==> config.mk <==
export PLATFORM = sky130hd
export DESIGN_NAME = fetch_stage
export DESIGN_NICKNAME = d
export VERILOG_FILES = /design/src/rtl/fetch_stage.sv
export SDC_FILE = /design/constraint.sdc
export NUM_CORES = 1
export LEC_CHECK = 0
export CORE_UTILIZATION = 35
export DETAILED_ROUTE_END_ITERATION = 10
export PLACE_DENSITY = 0.68
export SLEW_MARGIN = 20
export SYNTH_ARGS = -nofsm -noshare
export SYNTH_HDL_FRONTEND = slang
export SYNTH_SLANG_ARGS = --single-unit
==> constraint.sdc <==
create_clock -name clk -period 4.45 [get_ports clk]
set_clock_uncertainty 0.2 [all_clocks]
set_input_delay 1.335 -clock clk [delete_from_list [all_inputs] [get_ports clk]]
set_output_delay 1.335 -clock clk [all_outputs]
set_load 0.03 [all_outputs]
==> src/rtl/fetch_stage.sv <==
// Instruction-fetch stage: owns the PC, issues req/ready fetches to instruction
// memory and loads the IF/ID register, honouring stall and branch/jump redirects.
module fetch_stage #(
  parameter int ADDRESS_INSTRUCCION = 32
) (
  input  logic                           clk,
  input  logic                           reset_pc,
  input  logic [ADDRESS_INSTRUCCION-1:0] pc_in,
  input  logic                           stall,
  input  logic                           branch_taken,
  input  logic [ADDRESS_INSTRUCCION-1:0] branch_target,
  input  logic                           jump,
  input  logic [ADDRESS_INSTRUCCION-1:0] jump_target,
  output logic                           imem_req,
  output logic [ADDRESS_INSTRUCCION-1:0] imem_addr,
  input  logic [ADDRESS_INSTRUCCION-1:0] imem_rdata,
  input  logic                           imem_ready,
  output logic [ADDRESS_INSTRUCCION-1:0] ifid_pc,
  output logic [ADDRESS_INSTRUCCION-1:0] ifid_pc4,
  output logic [ADDRESS_INSTRUCCION-1:0] ifid_instr,
  output logic                           ifid_valid
);

  localparam int W = ADDRESS_INSTRUCCION;
  localparam logic [W-1:0] ALIGN_MASK = {{(W-2){1'b1}}, 2'b00};
  localparam logic [W-1:0] PC_STEP    = W'(4);

  typedef enum logic [1:0] {
    FETCH = 2'd0,
    HOLD  = 2'd1,
    DRAIN = 2'd2
  } state_t;

  state_t         r_state;
  logic [W-1:0]   r_pc;
  logic [W-1:0]   r_drain_addr;
  logic [W-1:0]   r_hold_instr;
  logic [W-1:0]   r_hold_pc;
  logic [W-1:0]   r_ifid_pc;
  logic [W-1:0]   r_ifid_pc4;
  logic [W-1:0]   r_ifid_instr;
  logic           r_ifid_valid;

  logic           w_redirect;
  logic [W-1:0]   w_target;

  // Branch comes from EX and so belongs to an older instruction than a jump in ID.
  assign w_redirect = branch_taken | jump;
  assign w_target   = (branch_taken ? branch_target : jump_target) & ALIGN_MASK;

  // DRAIN keeps presenting the abandoned address until memory answers it.
  assign imem_req  = !reset_pc && (r_state != HOLD);
  assign imem_addr = (r_state == DRAIN) ? r_drain_addr : r_pc;

  assign ifid_pc    = r_ifid_pc;
  assign ifid_pc4   = r_ifid_pc4;
  assign ifid_instr = r_ifid_instr;
  assign ifid_valid = r_ifid_valid;

  // NOTE: all state here uses non-blocking assignments so every branch reads the
  // pre-edge value of r_pc/r_state, regardless of statement order.
  always_ff @(posedge clk) begin
    if (reset_pc) begin
      r_state      <= FETCH;
      r_pc         <= pc_in & ALIGN_MASK;
      r_drain_addr <= '0;
      r_hold_instr <= '0;
      r_hold_pc    <= '0;
      r_ifid_pc    <= '0;
      r_ifid_pc4   <= '0;
      r_ifid_instr <= '0;
      r_ifid_valid <= 1'b0;
    end else begin
      case (r_state)
        FETCH: begin
          if (w_redirect) begin
            r_pc         <= w_target;
            r_ifid_valid <= 1'b0;
            if (!imem_ready) begin
              r_drain_addr <= r_pc;
              r_state      <= DRAIN;
            end
          end else if (imem_ready) begin
            r_pc <= r_pc + PC_STEP;
            if (!stall) begin
              r_ifid_pc    <= r_pc;
              r_ifid_pc4   <= r_pc + PC_STEP;
              r_ifid_instr <= imem_rdata;
              r_ifid_valid <= 1'b1;
            end else begin
              r_hold_instr <= imem_rdata;
              r_hold_pc    <= r_pc;
              r_state      <= HOLD;
            end
          end else if (!stall) begin
            r_ifid_valid <= 1'b0;
          end
        end

        HOLD: begin
          if (w_redirect) begin
            r_pc         <= w_target;
            r_ifid_valid <= 1'b0;
            r_state      <= FETCH;
          end else if (!stall) begin
            r_ifid_pc    <= r_hold_pc;
            r_ifid_pc4   <= r_hold_pc + PC_STEP;
            r_ifid_instr <= r_hold_instr;
            r_ifid_valid <= 1'b1;
            r_state      <= FETCH;
          end
        end

        DRAIN: begin
          r_ifid_valid <= 1'b0;
          if (w_redirect) r_pc <= w_target;
          if (imem_ready) r_state <= FETCH;
        end

        default: r_state <= FETCH;
      endcase
    end
  end

endmodule
==> flow_summary.ini <==
[timing]
worstMarginPinSlew_ns = 1.13
drv_slew = 0
setup-tns-final_ns = 0
hold_viol = 0
finalSetupViolCount = 0
slew_headroom_pct = 24.6
rsz0062_at_grt = false
fin_crit_ns = 4.13
fin_hold_ws_ns = 0.252
fin_crit_sh_pct = 92.9
fmax_mhz = 242

[synth]
postSynthAreaPerCell_sq_um = 8.25
ys.flop_type = dfxtp_1
syn_area_sq_um = 11300
synth_seq_area_share_pct = 42.7
synth_seq_cells = 225
syn_inst = 1364
async_flop_share_pct = 0
syn_nets = 1504
yosysUniqueCellTypes = 58
yosysWarningCount = 0
synth_edf_count = 30

[power]
p_leak_nw = 5.11
powerDensity_nw_per_um2 = 383
ir_drop_uv = 279
total_power_mw = 5.74

[global_route]
grt_pass1_vias = 9810
grt_overflow = 0
grt_pass1_wl_um = 54800
grt_max_degree = 175
grt_use_total_pct = 20.9
antenna_found_initial = 0

[clock_network]
cts-root-buf = clkbuf_16
ctsResizeCount = 0
worstSkewPairLatency_ns = 0.54
cts_tree = built
cts.sinks = 225
htreeDepth = 1
cts_hold_buffers = 0
clock_path_buffers = 3
cts.clk_slew.worst_paths_ns = 0.06
cts_setup_buffers = 0
numCtsBuffers = 26

[detailed_routing]
wirelength_um = 35400
wl_per_cell_um = 18.0
drcViolationCount = 0
dr.pass1.iters = 5
vias_per_cell = 5.38
num_vias = 10571
initialDrtViolationCount = 819
ant_nets = 0

[floorplanning]
std_cell_rows = 65
pin_count = 264
die_x_um = 181
die_area_sq_um = 32900
start_util_pct = 35.6
core_sq_um = 31600
die_y_um = 181

[place]
dp_hpwl_um = 24400
place_inst = 1917
gp_congestion = 0.897
port_buffers = 257

[final_layout]
layout.cells.non_filler = 1965
multi_input_area_sq_um = 5910
drive_gt1_share_pct = 7.55
regArea_sq_um = 4800
antenna_cells = 0
utilization_pct = 47.4
syn2layout_area_growth_pct = 33.1
nets = 1683
fillers = 2993

[critical_path]
r2r_setup_slack_ns = 1.37
end_kind = primary output
cp-start-kind = register
reg2reg_depth = 8
worst-path-max-fanout = 34
crit_arrival_ns = 2.60
critPathRequiredTime_ns = 2.91
worstSetupPathType = reg -> out

[run]
maxCapViolations = 0

[worst_hold_path]
hold_class = reg -> reg
hold_path_depth = 2

[run_status]
status = finished, final reports clean
[synthesized netlist by cell type (all sizes together) (13+ instances only)]
master / n / area, sq um
nand2: 285 / 1070
nand4: 16 / 106
o31ai: 14 / 105
a211oi: 66 / 495
mux2: 31 / 349
nor4: 18 / 125
xnor2: 13 / 114
nor2: 90 / 338
inv: 15 / 56.3
nor3: 23 / 120
edfxtp: 30 / 901
mux2i: 94 / 941
and3: 15 / 93.8
clkbuf: 109 / 412
dfxtp: 195 / 3900
nand3: 38 / 200
o21ai: 39 / 195
a21oi: 139 / 696
buf: 21 / 109
[kinds of logic after synthesis]
kind of cell | count (synthesis) | share of synthesized area [%]
xor+xnor | 23 | 1.79
buf+inv | 146 | 5.16
fa+ha+maj | 6 | 0.667
mux | 125 | 11.5
simple gates | 520 | 20.5
compound gates | 319 | 17.7
flops | 225 | 42.7
[layout by cell type (no fill, tap or decap), types with 6 or more instances in the layout]
cell type / instances
and4_1: 9
inv_1: 15
clkbuf_1: 6
a31oi_1: 6
o211ai_1: 9
mux2i_1: 94
nand3_1: 36
o21ai_0: 39
o31ai_1: 14
xor2_1: 10
or3_1: 6
clkdlybuf4s50_1: 253
clkbuf_16: 27
or4_1: 7
a211oi_1: 65
and3_1: 15
nand2_1: 285
nor4_1: 16
edfxtp_1: 30
mux2_2: 31
xnor2_1: 13
nor2_1: 89
nor3_1: 22
nand4_1: 15
buf_4: 21
o31a_1: 9
dfxtp_1: 195
a21oi_1: 139
[final timing paths]
path / from / to
min reg2reg: r_drain_addr[15] / r_drain_addr[15]
max reg2reg: r_state[1] / r_state[1]
min: r_drain_addr[15] / r_drain_addr[15]
max: r_state[0] / imem_addr[10]
[critical path, cell delays in order, from the launching register on]
cell and delay, ns:
dfxtp_1 0.40, inv_1 0.10, ha_1 0.28, buf_12 0.22, o21ai_0 0.29, clkdlybuf4s50_1 0.74
[sequential cells by signal, summed over array words and instances, names as in the netlist]
signal / flops
ifid_pc: 32
ifid_instr: 32
r_hold_pc: 32
r_drain_addr: 32
ifid_pc4: 30
r_state: 2
r_pc: 32
r_hold_instr: 32
ifid_valid: 1
[metal layers]
metal	up-vias	share of wire, %	track usage [%]	routed length (um)
met5	-	0	0	0
met4	0	2.7	6.58	963
met1	4890	46	29.4	16400
li1	5202	-	-	-
met3	52	7.1	3.47	2530
met2	427	44	32.6	15500
[power by group]
group          leakage [nW]  internal, mW  total [mW]  switching, mW
Sequential             1.90          2.19        2.35          0.165
Combinational          2.77         0.490        1.13          0.640
Clock                 0.445          1.37        2.26          0.885
Total                  5.11          4.05        5.74           1.69
[per-stage QoR]
step / setup slack (ns) / cell area, sq um
3_5_place_dp: 0.507 / 14100
4_1_cts: 0.337 / 15000
2_1_floorplan: 0.872 / 11300
3_3_place_gp: 0.503 / 14100
5_1_grt: 0.245 / 15000
6_report: 0.316 / 15000
[final cells by class]
| cell class | instances | share of cell area (%) |
|---|---|---|
| clock buffers | 38 | 5.12 |
| clock inverters | 10 | 0.927 |
| inverters | 16 | 0.401 |
| multi-input cells | 993 | 39.4 |
| flip-flops and latches | 225 | 32.1 |
| well taps | 402 | 3.36 |
| repair buffers | 281 | 18.7 |
Note: power is estimated with default switching activity, not from simulation.
==> edit 1: new RTL, config.mk and constraints unchanged <==
Add an input register stage for `branch_target`, without a reset; this delays it by one clock. The other inputs are not delayed to match.
--- a/src/rtl/fetch_stage.sv
+++ b/src/rtl/fetch_stage.sv
@@ -33,2 +33,8 @@
 
+  logic [ADDRESS_INSTRUCCION-1:0] branch_target_q;
+
+  always_ff @(posedge clk) begin
+    branch_target_q <= branch_target;
+  end
+
   state_t         r_state;
@@ -48,3 +54,3 @@
   assign w_redirect = branch_taken | jump;
-  assign w_target   = (branch_taken ? branch_target : jump_target) & ALIGN_MASK;
+  assign w_target   = (branch_taken ? branch_target_q : jump_target) & ALIGN_MASK;
 
Function: changed (a bounded check fails within 4 cycles, from zero or initial values and one cycle with reset_pc high).
==> edit 1 against the original RTL <==
  * Cell area up 4.9%
  * Hold slack got worse by 0.00085 ns
  * Setup slack worse by 0.0058 ns
  * Sequential cell count up 30
  * Critical path depth unchanged
  * Wire length is 0.47% higher
  * Sequential power is 13% higher
  * Global-route usage is 0.81 points lower
  * Total power up 10%
  * Utilization decreased by 0.38 points
  * Synthesized area grew 5.6%
  * Critical endpoint is now imem_addr[29]
==> edit 1: results (changes against the original RTL) <==
----------------------------------------------------
[Power]
  Clock group power ... 2410 uW (+7%)
  Static power due to leakage ... 0.00536 uW (+4.8%)
  IR drop worst, VDD ... 0.273 mV (-2.3%)
  Fraction of power consumed by combinational cells ... 19.9% (+0.2 points)
  Internal ... 4480 uW (+11%)

[Critical path]
  Critical path's largest stage delay ... 0.76 ns (+0.02 ns)
  CP max FO ... 40 (+18%)
  Critical path arrival ... 2.61 ns (about the same)

[Yosys]
  Sequential cell area fraction in the yosys report ... 45.4% (+2.8 points)
  Post-Synthesis Cells ... 1401 (+2.7%)
  List of most frequent post-synthesis cells ... nand2_1, dfxtp_1, a21oi_1, mux2i_1, clkbuf_1
  Async set-or-reset flop fraction in the synthesized netlist ... 0% (unchanged)
  Synth unique cells ... 49 (-16%)
  Top cells by area in the synthesized netlist ... dfxtp_1, nand2_1, mux2i_1
  Mapped Nets ... 1541 (+2.5%)

[Route]
  Highest Signal Layer ... met4
  Wirelength, routed ... 35600 um (+0.47%)
  Post-detailed-route wirelength per cell ... 17.4 um (-3.6%)
  Number of detailed-route iterations in the first pass ... 6 (+1)
  Count of vias placed by the detailed router ... 10700 (+1.3%)
  Sum of routed wire segments on met1 ... 15400 um (-6.5%)
  Number of DRC markers after the initial detailed-route iteration ... 906 (+11%)
  Wire length on met2 ... 16700 um (+7.8%)

[Layout]
  Data-path buffer share of cell area in the final layout ... 18.0% (-0.70 points)
  Layout buffer count excluding clock buffers ... 282 (+0.36%)
  Count of filler cells inserted in the layout ... 3152 (+5.3%)
  Clock Network Area Fraction ... 6.09% (+0.045 points)
  #MultiIn Comb ... 999 (+0.60%)
  Ratio of cells with drive above 1 in the final layout ... 6.93% (-0.62 points)
  Inverters excl. clock ... 12 (-4)
  Area taken by flip-flops and latches ... 5410 um^2 (+12%)

[Clock network]
  Number of clock sinks ... 255 (+13%)
  Longest Clk Path Bufs ... 3 (unchanged)

[Place]
  Post-DP HPWL ... 24500 um (+0.23%)
  Routability congestion estimate ... 0.851 (-5.1%)

[Status]
  Status ... finished, final reports clean

[GRT]
  Global-route wire length before repair ... 56600 um (+3.3%)
  Largest net degree at the start of global routing ... 101 (-42%)
  Global-route usage over all layers ... 20.1% (-0.81 points)
  Vias in the first global route ... 10200 (+4.0%)

[Timing]
  Max-slew headroom ... 35.9% (+11 points)

----------------------------------------------------
## edit 1: cell types whose count changed in the layout (fill, tap and decap cells not counted), moves of 9 or more
| cell | unedited run | this run |
|---|---|---|
| nand3_1 | 36 | 19 |
| nand2_1 | 285 | 272 |
| dfxtp_1 | 195 | 225 |
| o31ai_1 | 14 | 23 |
| nand3b_1 | 0 | 16 |
| o21ai_0 | 39 | 50 |
## edit 1: final timing paths
check                                                   start                            end  slack [ns]  cells after the start
worst max-delay path                  r_state[0]$_SDFFE_PP0P_                  imem_addr[29]        0.31                      5
worst max register to register        r_state[1]$_SDFFE_PP0P_      ifid_pc4[31]$_SDFFE_PP0P_        1.12                      9
worst min-delay path            r_drain_addr[28]$_SDFFE_PP0P_  r_drain_addr[28]$_SDFFE_PP0P_        0.25                      2
worst min register to register  r_drain_addr[28]$_SDFFE_PP0P_  r_drain_addr[28]$_SDFFE_PP0P_        0.25                      2
## edit 1: through the flow
stage                     total power [uW]  utilization [%]  worst slack [ns]  area (um^2)  hold slack [ns]
after floorplan                       3430                -             0.780        11900            0.233
after global placement                3950             44.1             0.535        14800            0.238
after detailed placement              3960             44.1             0.530        14800            0.246
after CTS                             6390             47.0             0.352        15700            0.254
after global routing                  6590             47.0             0.310        15700            0.268
final                                 6330             47.0             0.310        15700            0.252
## edit 1: logic make-up after synthesis
logic type,Yosys count,synth area share [%]
XOR/XNOR,17,1.25
adder cells (fa/ha/maj),6,0.631
AO/OA/AOI/OAI,335,17.2
multiplexers,126,10.9
AND/OR/NAND/NOR,515,19.5
flip-flops,255,45.4
buffers and inverters,147,5.08
## edit 1: routing by layer
layer | track usage [%] | vias to the layer above
li1 | - | 5307
met1 | 26.5 | 4957
met2 | 33.2 | 389
met3 | 4.12 | 56
met4 | 5.75 | 0
met5 | 0 | -
==> edit 2: new RTL, same settings <==
Without the edit above. `ADDRESS_INSTRUCCION`: 32 -> 16.
--- a/src/rtl/fetch_stage.sv
+++ b/src/rtl/fetch_stage.sv
@@ -3,3 +3,3 @@
 module fetch_stage #(
-  parameter int ADDRESS_INSTRUCCION = 32
+  parameter int ADDRESS_INSTRUCCION = 16
 ) (
Interface: changed (8 resized); port bits go from 264 to 136. No check against the original RTL was run, so the function may have changed too.
==> edit 2 against the original RTL <==
  * Combinational power decreased by 44%
  * Total power fell by 45%
  * Wire length decreased by 60%
  * Synthesized area is 51% lower
  * Sequential cell count down 112
  * Cell area is 50% lower
  * Clock power decreased by 41%
  * Sequential power shrank 50%
  * Setup slack worse by 0.028 ns
  * Critical endpoint is now imem_addr[12]
  * Largest power group is now the clock network
  * Highest routed layer unchanged
==> edit 2: results (changes against the original RTL) <==
----------------------------------------------------
[Status]
  Status ... finished, final reports clean

[Route]
  Count of vias placed by the detailed router ... 4797 (-55%)
  Detail Route met3 WL ... 675 um (-73%)
  Wirelength, routed ... 14100 um (-60%)

[Timing]
  Hold slack final ... 0.251 ns (-0.00133 ns)
  Slew @ Worst Pin ... 0.908 ns (-0.223 ns)

[Critical path]
  Critical path arrival ... 2.63 ns (+0.03 ns)
  Worst setup slack for register-to-register paths ... 1.98 ns (+0.61 ns)
  CP max FO ... 20 (-41%)
  Top cell family by delay on the critical path ... adder cells
  Reg2reg start ... r_state[0]$_SDFFE_PP0P_
  CP max-delay cell ... ha_1
  R2r worst-path depth ... 6 (-2)

[Power]
  IR drop worst, VDD ... 0.289 mV (+3.3%)
  Static power due to leakage ... 0.00262 uW (-49%)

[Place]
  Post-DP HPWL ... 9800 um (-60%)
  Placement Setup Slack ... 0.667 ns (+0.160 ns)
  Placed instance area ... 6880 um^2 (-51%)

[Clock network]
  Number of clock sinks ... 113 (-50%)
  H-tree levels ... 4 (+3)
  TritonCTS buffer count ... 17 (-35%)

[Layout]
  Count of filler cells inserted in the layout ... 1449 (-52%)
  Final nets ... 834 (-50%)
  Ratio of cells with drive above 1 in the final layout ... 7.78% (+0.23 points)

[Yosys]
  Mapped Nets ... 728 (-52%)
  Top cells by area in the synthesized netlist ... dfxtp_1, mux2i_1, nand2_1
  List of most frequent post-synthesis cells ... nand2_1, dfxtp_1, a21oi_1, mux2i_1, nor2_1

[GRT]
  Met2 demand-to-capacity share in global routing ... 26.9% (-5.7 points)
  Met3 Track Usage GR ... 4.27% (+0.80 points)
  Vias in the first global route ... 4381 (-55%)
  GR Layer Usage met1 ... 24.7% (-4.7 points)
  Global-route usage over all layers ... 18.2% (-2.7 points)

[Hold path]
  Worst Hold Path EP ... r_drain_addr[3]$_SDFFE_PP0P_
  Min-Delay Startpoint ... r_drain_addr[3]$_SDFFE_PP0P_

----------------------------------------------------
edit 2: changes by cell type after synthesis, sizes merged, moves of 14 or more:
cell    delta
nand2    -143
dfxtp     -96
a21oi     -75
clkbuf    -73
mux2i     -38
nor2      -35
a211oi    -34
nand3     -27
edfxtp    -16
mux2      -16
and3      -14
nor4      -14
o31ai     -14
edit 2: worst max path at each step:
| stage | from | endpoint | slack, ns | depth (start not counted) |
|---|---|---|---|---|
| 6_report | r_state[0]$_SDFFE_PP0P_ | imem_addr[12] | 0.29 | 4 |
| 2_1_floorplan | reset_pc | imem_req | 0.62 | 4 |
| 5_1_grt | r_state[0]$_SDFFE_PP0P_ | imem_addr[13] | 0.17 | 5 |
| 3_3_place_gp | jump | r_pc[15]$_DFFE_PP_ | 0.56 | 4 |
| 3_5_place_dp | jump | ifid_pc4[7]$_SDFFE_PP0P_ | 0.67 | 5 |
| 4_1_cts | r_state[0]$_SDFFE_PP0P_ | imem_addr[12] | 0.26 | 4 |
edit 2: cell type report:
cell class              instances  area [um^2]  share of cell area, %
inverters                       8         30.0                  0.403
multi-input cells             477         2810                   37.7
well taps                     188          235                   3.15
repair buffers                141         1400                   18.8
clock buffers                  19          433                   5.81
flip-flops and latches        113         2400                   32.2
clock inverters                13          144                   1.93
edit 2: cell families after synthesis:
logic type / after synthesis / share of synthesized area (%)
buffers and inverters: 62 / 4.90
adders and majority gates: 6 / 1.37
xor gates and xnor gates: 23 / 3.69
and+or+nand+nor: 242 / 18.4
muxes: 71 / 13.3
DFF: 113 / 43.9
AOI/OAI and AO/OA: 135 / 14.4
edit 2: power by group through the flow:
stage,Combinational (uW),Clock [uW],Sequential [uW]
final,632,1330,1170
after global routing,681,1410,1180
after CTS,635,1360,1170
after detailed placement,632,0,1190
after global placement,627,0,1190
after floorplan,374,0,1190
